**config.mk**
```make
export PLATFORM = sky130hd
export DESIGN_NAME = stim_train_gen
export DESIGN_NICKNAME = d
export VERILOG_FILES = /design/src/rtl/stim_train_gen.sv
export SDC_FILE = /design/constraint.sdc
export NUM_CORES = 1
export LEC_CHECK = 0
export CELL_PAD_IN_SITES_DETAIL_PLACEMENT = 0
export CELL_PAD_IN_SITES_GLOBAL_PLACEMENT = 2
export CORE_MARGIN = 3
export CORE_UTILIZATION = 32
export CTS_BUF_LIST = sky130_fd_sc_hd__clkbuf_8
export CTS_CLUSTER_SIZE = 16
export DETAILED_ROUTE_END_ITERATION = 10
export PLACE_DENSITY = 0.82
export SLEW_MARGIN = 20
export SYNTH_ARGS = -nofsm -noshare
export SYNTH_HDL_FRONTEND = slang
export SYNTH_SLANG_ARGS = --single-unit
```
**constraint.sdc**
```tcl
create_clock -name sample_CLK_out -period 4.2 [get_ports sample_CLK_out]
set_input_delay 0.63 -clock sample_CLK_out [delete_from_list [all_inputs] [get_ports sample_CLK_out]]
set_output_delay 0.63 -clock sample_CLK_out [all_outputs]
set_load 0.1 [all_outputs]
```
**src/rtl/stim_train_gen.sv**
```systemverilog
// Stimulation pulse-train generator: turns a one-cycle stim request into a
// delayed train of programmable pulses followed by a refractory hold-off.
module stim_train_gen #(
  parameter int CNT_W = 16,
  parameter int NP_W  = 8
) (
  input  logic             sample_CLK_out,
  input  logic             reset,
  input  logic             enable,
  input  logic             stim_req,
  input  logic [CNT_W-1:0] delay_cfg,
  input  logic [CNT_W-1:0] width_cfg,
  input  logic [CNT_W-1:0] period_cfg,
  input  logic [NP_W-1:0]  npulse_cfg,
  input  logic [CNT_W-1:0] refract_cfg,
  output logic             stim_out,
  output logic             blank_out,
  output logic             busy,
  output logic [NP_W-1:0]  pulse_count,
  output logic [15:0]      missed_count,
  output logic [2:0]       state_out
);

  typedef enum logic [2:0] {
    ST_IDLE    = 3'd0,
    ST_DELAY   = 3'd1,
    ST_HIGH    = 3'd2,
    ST_LOW     = 3'd3,
    ST_REFRACT = 3'd4
  } state_t;

  localparam logic [CNT_W-1:0] CNT_ZERO = CNT_W'(0);
  localparam logic [CNT_W-1:0] CNT_ONE  = CNT_W'(1);
  localparam logic [NP_W-1:0]  NP_ZERO  = NP_W'(0);
  localparam logic [NP_W-1:0]  NP_ONE   = NP_W'(1);
  localparam logic [15:0]      MISS_MAX = 16'hFFFF;

  state_t           state_q, state_d;
  logic [CNT_W-1:0] cnt_q, cnt_d;
  logic [CNT_W-1:0] w_m1_q, w_m1_d;
  logic [CNT_W-1:0] low_m1_q, low_m1_d;
  logic [CNT_W-1:0] refract_q, refract_d;
  logic [NP_W-1:0]  npulse_q, npulse_d;
  logic [NP_W-1:0]  pcnt_q, pcnt_d;
  logic [15:0]      missed_q, missed_d;
  logic             stim_q, blank_q, busy_q;
  logic [CNT_W-1:0] w_eff_s, low_m1_s;

  // Width 0 acts as 1; the low phase is stored minus one so period <= width
  // clamps to period = width+1 without needing a wider adder.
  always_comb begin
    w_eff_s = (width_cfg == CNT_ZERO) ? CNT_ONE : width_cfg;
    if (period_cfg > w_eff_s) begin
      low_m1_s = period_cfg - w_eff_s - CNT_ONE;
    end else begin
      low_m1_s = CNT_ZERO;
    end
  end

  always_comb begin
    state_d   = state_q;
    cnt_d     = cnt_q;
    w_m1_d    = w_m1_q;
    low_m1_d  = low_m1_q;
    refract_d = refract_q;
    npulse_d  = npulse_q;
    pcnt_d    = pcnt_q;
    missed_d  = missed_q;
    if (enable) begin
      if (stim_req && (state_q != ST_IDLE) && (missed_q != MISS_MAX)) begin
        missed_d = missed_q + 16'd1;
      end else begin
        missed_d = missed_q;
      end
      case (state_q)
        ST_IDLE: begin
          if (stim_req && (npulse_cfg != NP_ZERO)) begin
            w_m1_d    = w_eff_s - CNT_ONE;
            low_m1_d  = low_m1_s;
            refract_d = refract_cfg;
            npulse_d  = npulse_cfg;
            if (delay_cfg != CNT_ZERO) begin
              state_d = ST_DELAY;
              cnt_d   = delay_cfg - CNT_ONE;
              pcnt_d  = NP_ZERO;
            end else begin
              state_d = ST_HIGH;
              cnt_d   = w_eff_s - CNT_ONE;
              pcnt_d  = NP_ONE;
            end
          end else begin
            state_d = ST_IDLE;
          end
        end
        ST_DELAY, ST_LOW: begin
          if (cnt_q == CNT_ZERO) begin
            state_d = ST_HIGH;
            cnt_d   = w_m1_q;
            pcnt_d  = pcnt_q + NP_ONE;
          end else begin
            cnt_d = cnt_q - CNT_ONE;
          end
        end
        ST_HIGH: begin
          if (cnt_q != CNT_ZERO) begin
            cnt_d = cnt_q - CNT_ONE;
          end else if (pcnt_q != npulse_q) begin
            state_d = ST_LOW;
            cnt_d   = low_m1_q;
          end else if (refract_q != CNT_ZERO) begin
            state_d = ST_REFRACT;
            cnt_d   = refract_q - CNT_ONE;
          end else begin
            state_d = ST_IDLE;
            cnt_d   = CNT_ZERO;
          end
        end
        ST_REFRACT: begin
          if (cnt_q == CNT_ZERO) begin
            state_d = ST_IDLE;
          end else begin
            cnt_d = cnt_q - CNT_ONE;
          end
        end
        default: begin
          state_d = ST_IDLE;
          cnt_d   = CNT_ZERO;
        end
      endcase
    end else begin
      state_d = ST_IDLE;
      cnt_d   = CNT_ZERO;
    end
  end

  // Outputs are registered from the next state so they line up with state_out.
  always_ff @(posedge sample_CLK_out) begin
    if (reset) begin
      state_q   <= ST_IDLE;
      cnt_q     <= CNT_ZERO;
      w_m1_q    <= CNT_ZERO;
      low_m1_q  <= CNT_ZERO;
      refract_q <= CNT_ZERO;
      npulse_q  <= NP_ZERO;
      pcnt_q    <= NP_ZERO;
      missed_q  <= 16'd0;
      stim_q    <= 1'b0;
      blank_q   <= 1'b0;
      busy_q    <= 1'b0;
    end else begin
      state_q   <= state_d;
      cnt_q     <= cnt_d;
      w_m1_q    <= w_m1_d;
      low_m1_q  <= low_m1_d;
      refract_q <= refract_d;
      npulse_q  <= npulse_d;
      pcnt_q    <= pcnt_d;
      missed_q  <= missed_d;
      stim_q    <= (state_d == ST_HIGH);
      blank_q   <= (state_d != ST_IDLE);
      busy_q    <= (state_d != ST_IDLE);
    end
  end

  assign stim_out     = stim_q;
  assign blank_out    = blank_q;
  assign busy         = busy_q;
  assign pulse_count  = pcnt_q;
  assign missed_count = missed_q;
  assign state_out    = state_q;

endmodule

```
==> qor.yml, run 1 <==
global_route:
  grt_first_pass_wirelength_mm: 36.9
  grt_use_total_pct: 19.4
  overflow: 0
  grt_max_degree: 66
  grt_pass1_vias: 6620
  antenna_found_initial: 0
place:
  dp_hpwl_mm: 18.2
  io_buffers: 105
  gp_congestion: 0.900
setup_path:
  r2r-end: "cnt_q[9]$_SDFFE_PP0P_"
  reg2reg_from: "pulse_count[1]$_SDFFE_PP0P_"
  cp.arrival_ns: 3.95
  crit_path_start_kind: "primary input"
  worstPathMaxFanout: 4
  reg2reg_depth: 8
  crit_path_end_kind: "flip-flop"
  crit_type: "primary input to flip-flop"
  rrSetupSlack_ns: 1.07
  critPathLaunch: "width_cfg[3]"
  cp.required_ns: 4.48
routing:
  vias: 6875
  drtPass1Iterations: 5
  wl_met2_mm: 10.3
  drt-total-wl_mm: 23.0
  viasPerCell: 5.44
  highest_layer: "met4"
  wl_per_cell_um: 18.2
  drc: 0
  met3_length_mm: 1.08
  met1Wirelength_mm: 10.8
  ant_nets: 0
  drtIter0Drc: 442
clock_tree:
  ctsLongestPathBuffers: 2
  path_clk_slew_ns: 0.10
  insertion_delay_ns: 0.40
  post_cts_buffers: 0
  cts_sinks: 101
  cts_buffers: 9
  root_buffer: "clkbuf_8"
  hold_buffers: 0
  cts_resized: 0
  h-tree-depth: 3
  cts_tree: "built"
min_path:
  whs_endpoint: "npulse_q[5]$_SDFFE_PP0P_"
  hp-class: "flip-flop to flip-flop"
  hold_depth: 2
  hold_start: "npulse_q[5]$_SDFFE_PP0P_"
power_and_ir_drop:
  comb_power_share_pct: 29.6
  seqPwrFrac_pct: 43.8
  power_leakage_uw: 0.00321
  power_uw: 2360
  p_int_uw: 1520
  p_sw_share_pct: 35.9
  irDropWorstVdd_v: 0.000159
  p_clk_share_pct: 26.6
  switching_power_uw: 848
  p_per_area_nw_per_um2: 281
logic_synthesis:
  ys_warn_count: 0
  synthCells: 894
  ys_async_sr_fraction_pct: 0
  netlist_area_um2: 6820
  synth_edf_count: 0
  synth_top_flop_cell: "dfxtp_1"
  ys_seq_area_share_pct: 29.6
  syn_avg_cell_area_um2: 7.63
  synthDistinctLibCells: 75
  synth_seq_cells: 101
  syn-num-nets: 997
final_layout:
  fillCellCount: 2216
  mostFrequentLayoutCells: "nand2_1 (114), clkdlybuf4s50_1 (104), dfxtp_1 (101)"
  finalNetCount: 1091
  final_common_cell: "nand2_1"
  final_layout_size_suffix_gt1_share_pct: 5.64
  area_delta_synth_final_pct: 23.2
  diodes: 0
timing:
  maxSlewViolCount: 0
  hold_violations: 0
  relSlewSlack_pct: 31.0
  period_needed_ns: 3.67
  fin_crit_sh_pct: 87.4
  worst_pin_slew_ns: 1.03
  setup_viol: 0
  rsz0062_at_grt: "no"
  fmax_mhz: 273
  fin_setup_tns_ns: 0
  finClkSkew_ns: 0.0142
run:
  cap_violations: 0
floorplan:
  rows: 52
  core_area_um2: 20600
  die_w_um: 152
  io_pins: 106
  die_y_um: 152
  die_area_um2: 23100
  start_util_pct: 33.2
status:
  status: "complete, no violations"
[synth_stat cells, types with 3 or more instances]
cell type  number  area, µm²
nor3b_1         8       60.1
o211ai_1       13       97.6
a31oi_1         5       31.3
ha_1           26        325
a221o_1         4       40.0
xnor2_1        34        298
and4_1          5       43.8
or4_1          10       75.1
nand2b_1        6       37.5
dfxtp_1       101       2020
nand3_1        29        145
nand2_1       114        428
xor2_1         44        385
a32oi_1         4       35.0
a221oi_1        4       35.0
nor2b_1         7       43.8
nand4_1        13       81.3
and2_1          6       37.5
nor2_1         95        357
clkbuf_1       36        135
o21a_1          3       22.5
or3_1           6       37.5
and3_1         14       87.6
nor4_1         22        138
nor3_1         27        135
o21ai_0        29        145
a21o_1          9       67.6
a21boi_0        3       22.5
a22oi_1        13       97.6
a2111oi_0       3       26.3
a21oi_1        67        335
a211oi_1       20        150
inv_1          34        128
buf_2           8       40.0
o31ai_1         6       45.0
a22o_1         11       96.3
a311oi_1        3       26.3
o21ai_1         4       20.0
[sequential cells by signal (all words and copies together) (netlist names)]
| register | flops |
|---|---|
| state_out | 3 |
| w_m1_q | 16 |
| missed_count | 16 |
| refract_q | 16 |
| npulse_q | 8 |
| stim_out | 1 |
| pulse_count | 8 |
| cnt_q | 16 |
| busy | 1 |
| low_m1_q | 16 |
[layer usage]
layer / GRT usage, % / vias up
li1: - / 3424
met1: 26.5 / 3218
met2: 30.8 / 192
met3: 3.87 / 41
met4: 6.51 / 0
met5: 0 / -
[worst max path at each step]
stage	to	slack, ns	depth (start not counted)
after floorplan	low_m1_q[14]$_SDFFE_PP0P_	0.73	13
after global placement	cnt_q[12]$_SDFFE_PP0P_	0.25	13
after detailed placement	low_m1_q[10]$_SDFFE_PP0P_	0.18	14
after CTS	cnt_q[12]$_SDFFE_PP0P_	0.62	13
after global routing	low_m1_q[14]$_SDFFE_PP0P_	0.27	14
final	low_m1_q[14]$_SDFFE_PP0P_	0.53	14
[power by group through the flow]
stage | clock network (µW) | registers (µW) | logic (µW)
6_report | 629 | 1040 | 701
5_1_grt | 683 | 1040 | 773
2_1_floorplan | 0 | 1060 | 444
4_1_cts | 653 | 1030 | 700
3_5_place_dp | 0 | 1060 | 696
3_3_place_gp | 0 | 1060 | 704
[per-stage QoR]
stage / cells / hold WS, ns / worst slack, ns / utilization (%) / instance area (µm²)
6_report: 1263 / 0.470 / 0.531 / 40.9 / 8410
5_1_grt: 1263 / 0.501 / 0.270 / 40.9 / 8410
4_1_cts: 1263 / 0.474 / 0.617 / 40.9 / 8410
3_5_place_dp: 1247 / 0.457 / 0.181 / 39.9 / 8210
3_3_place_gp: 1247 / 0.448 / 0.247 / 39.9 / 8210
2_1_floorplan: 894 / 0.432 / 0.725 / - / 6820
[cells by family (layout without fill, tap and decap cells)]
logic type / count (synthesis) / in the layout / synth area share (%)
muxes: 5 / 5 / 0.789
buffers and inverters: 80 / 179 / 4.60
DFF: 101 / 101 / 29.6
AOI/OAI and AO/OA: 228 / 228 / 22.8
and+or+nand+nor: 375 / 375 / 27.1
xor gates and xnor gates: 78 / 78 / 10.0
adders and majority gates: 27 / 27 / 5.06
[final cells by class]
cell class                 count  area (µm²)  area share (%)
multi-input combinational    713        4490            53.4
timing repair buffer         128        1230            14.6
clock buffer                   9         124            1.47
sequential                   101        2020            24.1
clock inverter                 7        73.8           0.878
inverter                      35         131            1.56
tap                          270         338            4.02
[critical path: stages]
cell and delay, ns:
clkdlybuf4s50_1 0.46, or4_1 0.62, nor2_1 0.17, a31oi_1 0.13
ha_1 0.23, inv_1 0.08, fa_1 0.20, nor2b_1 0.05
o21ai_0 0.22, nand2_1 0.17, a2111oi_0 0.50, nor3_1 0.14
xor2_1 0.16, a22o_1 0.20
Power figures use the tool's default switching activity.
==> run 2: changes to the inputs <==
SKIP_LAST_GASP = 1   (was unset)
==> results of run 2 <==
The final DEF is identical to that of run 1; final timing and power are the same.
==> run 3: changes to the inputs <==
CORE_MARGIN = unset   (was 3)
==> run 3 against run 2 <==
Against the previous run:
- total power rose by 5.1%
- via count rose by 0.39%
- maximum frequency rose by 4.3%
- global-route usage rose by 1.7 points
- worst hold slack got worse by 0.012 ns
- critical path depth did not move
- critical path type unchanged
- critical endpoint unchanged
==> qor.yml, run 3 (synthesis results as in run 1) <==
floorplan:
  io_pins: 106  # unchanged
  die_area_um2: 21900  # was 23100 µm²
  rows: 53  # was 52
  core_area_um2: 21000  # was 20600 µm²
  start_util_pct: 32.6  # was 33.2%
  die_w_um: 148  # was 152 µm
  die_y_um: 148  # was 152 µm
setup_path:
  cp.required_ns: 4.49  # was 4.48 ns
  crit_slowest_cell: "or4_1"  # unchanged
  critPathLaunch: "width_cfg[3]"  # unchanged
  crit_path_start_kind: "primary input"  # unchanged
  r2r-end: "cnt_q[14]$_SDFFE_PP0P_"  # was cnt_q[9]$_SDFFE_PP0P_
  reg2reg_from: "pulse_count[1]$_SDFFE_PP0P_"  # unchanged
  path_delay_family: "simple AND/OR/NAND/NOR gates"  # unchanged
  path_depth: 14  # unchanged
  worstPathMaxFanout: 4  # unchanged
  path_cells: "clkdlybuf4s50_1 -> or4_1 -> nor2_1 -> a31oi_1 -> ha_1 -> inv_1 -> fa_1 -> nor2b_1 -> o21ai_0 -> nand2_1 -> a2111oi_0 -> nor3_1 -> xor2_1 -> a22o_1"  # unchanged
  max_stage_delay_ns: 0.60  # was 0.62 ns
  cp.arrival_ns: 3.81  # was 3.95 ns
  reg2reg_depth: 7  # was 8
  crit_path_end_kind: "flip-flop"  # unchanged
  cp_num_buf_inv: 2  # unchanged
  crit_type: "primary input to flip-flop"  # unchanged
  rrSetupSlack_ns: 1.19  # was 1.07 ns
timing:
  hold_violations: 0  # unchanged
  worst_pin_slew_ns: 0.977  # was 1.03 ns
  fin_setup_tns_ns: 0  # unchanged
  fmax_mhz: 284  # was 273 MHz
  maxSlewViolCount: 0  # unchanged
  setup_viol: 0  # unchanged
  relSlewSlack_pct: 34.7  # was 31.0%
  fin_crit_sh_pct: 83.8  # was 87.4%
  finClkSkew_ns: 0.0184  # was 0.0142 ns
  rsz0062_at_grt: "no"  # unchanged
  whs_ns: 0.459  # was 0.470 ns
  period_needed_ns: 3.52  # was 3.67 ns
power_and_ir_drop:
  irDropWorstVdd_v: 0.000135  # was 0.000159 V
  p_clk_share_pct: 30.0  # was 26.6%
  p_int_uw: 1660  # was 1520 µW
  power_leakage_uw: 0.00321  # about the same
  p_per_area_nw_per_um2: 295  # was 281 nW/µm²
  seqPwrFrac_pct: 41.7  # was 43.8%
  comb_power_share_pct: 28.3  # was 29.6%
  switching_power_uw: 829  # was 848 µW
  p_sw_share_pct: 33.3  # was 35.9%
clock_tree:
  hold_buffers: 0  # unchanged
  cts_sinks: 101  # unchanged
  post_cts_buffers: 0  # unchanged
  path_clk_slew_ns: 0.11  # was 0.10 ns
  insertion_delay_ns: 0.39  # was 0.40 ns
  cts_buffers: 9  # unchanged
  h-tree-depth: 3  # unchanged
  cts_resized: 0  # unchanged
  cts_tree: "built"  # unchanged
  root_buffer: "clkbuf_8"  # unchanged
  ctsLongestPathBuffers: 2  # unchanged
final_layout:
  final_util_pct: 40.2  # was 40.9%
  diodes: 0  # unchanged
  mostFrequentLayoutCells: "nand2_1 (114), clkdlybuf4s50_1 (104), dfxtp_1 (101)"  # unchanged
  final_common_cell: "nand2_1"  # unchanged
  area_delta_synth_final_pct: 23.6  # was 23.2%
  final_layout_size_suffix_gt1_share_pct: 5.54  # was 5.64%
  finalNetCount: 1090  # was 1091
  final_area_um2: 8430  # was 8410 µm²
place:
  gp_congestion: 0.946  # was 0.900
  io_buffers: 105  # unchanged
  post_dp_cell_area_um2: 8200  # was 8210 µm²
  dp_hpwl_mm: 17.8  # was 18.2 mm
min_path:
  whs_endpoint: "w_m1_q[12]$_SDFFE_PP0P_"  # was npulse_q[5]$_SDFFE_PP0P_
  hp-class: "flip-flop to flip-flop"  # unchanged
  hold_start: "w_m1_q[12]$_SDFFE_PP0P_"  # was npulse_q[5]$_SDFFE_PP0P_
  hold_depth: 2  # unchanged
routing:
  viasPerCell: 5.45  # was 5.44
  vias: 6902  # was 6875
  ant_nets: 0  # unchanged
  drc: 0  # unchanged
  drtIter0Drc: 372  # was 442
  drt-total-wl_mm: 22.7  # was 23.0 mm
  drtPass1Iterations: 5  # unchanged
  wl_per_cell_um: 17.9  # was 18.2 µm
global_route:
  antenna_found_initial: 0  # unchanged
  overflow: 0  # unchanged
  grt_first_pass_wirelength_mm: 36.0  # was 36.9 mm
  grt_use_total_pct: 21.2  # was 19.4%
  grt_max_degree: 42  # was 66
  grt_pass1_vias: 6454  # was 6620
status:
  status: "complete, no violations"  # unchanged
run:
  cap_violations: 0  # unchanged
==> run 3: how the worst max path moves through the flow <==
stage / endpoint
2_1_floorplan: low_m1_q[14]$_SDFFE_PP0P_
3_3_place_gp: low_m1_q[14]$_SDFFE_PP0P_
3_5_place_dp: low_m1_q[14]$_SDFFE_PP0P_
4_1_cts: low_m1_q[14]$_SDFFE_PP0P_
5_1_grt: low_m1_q[14]$_SDFFE_PP0P_
6_report: low_m1_q[14]$_SDFFE_PP0P_
==> run 3: routing by layer <==
layer,global-route usage (%),up-vias,part of all wire (%)
met4,7.47,0,3.1
met1,29.3,3211,47
met3,3.46,38,5.6
met5,0,-,0
li1,-,3434,-
met2,33.0,219,45
==> run 3: worst register-to-register path, cell delays in order (launching register included) <==
cell	delay, ns
dfxtp_1	0.48
xor2_1	0.10
nor4_1	0.71
and2_1	0.48
nor3_4	0.14
a221oi_1	0.51
o21ai_0	0.17
o31a_1	0.31
==> run 3: final cells by class <==
cell class | instances | area, µm²
inverters | 35 | 131
clock buffers | 11 | 151
clock inverters | 5 | 86.3
multi-input cells | 713 | 4490
flip-flops and latches | 101 | 2020
well taps | 275 | 344
repair buffers | 127 | 1210
fillers | 2296 | 12500
==> run 3: metrics by stage <==
step,std cells,worst slack (ns),power [µW]
after floorplan,894,0.725,1500
after global placement,1251,0.295,1760
after detailed placement,1251,0.297,1760
after CTS,1267,0.713,2510
after global routing,1267,0.266,2620
final,1267,0.681,2480
==> run 3: power groups by stage <==
| stage | sequential, µW | clock [µW] | combinational, µW |
|---|---|---|---|
| after global routing | 1040 | 810 | 770 |
| after floorplan | 1060 | 0 | 444 |
| final | 1040 | 745 | 704 |
| after CTS | 1040 | 769 | 704 |
| after global placement | 1060 | 0 | 704 |
| after detailed placement | 1060 | 0 | 699 |
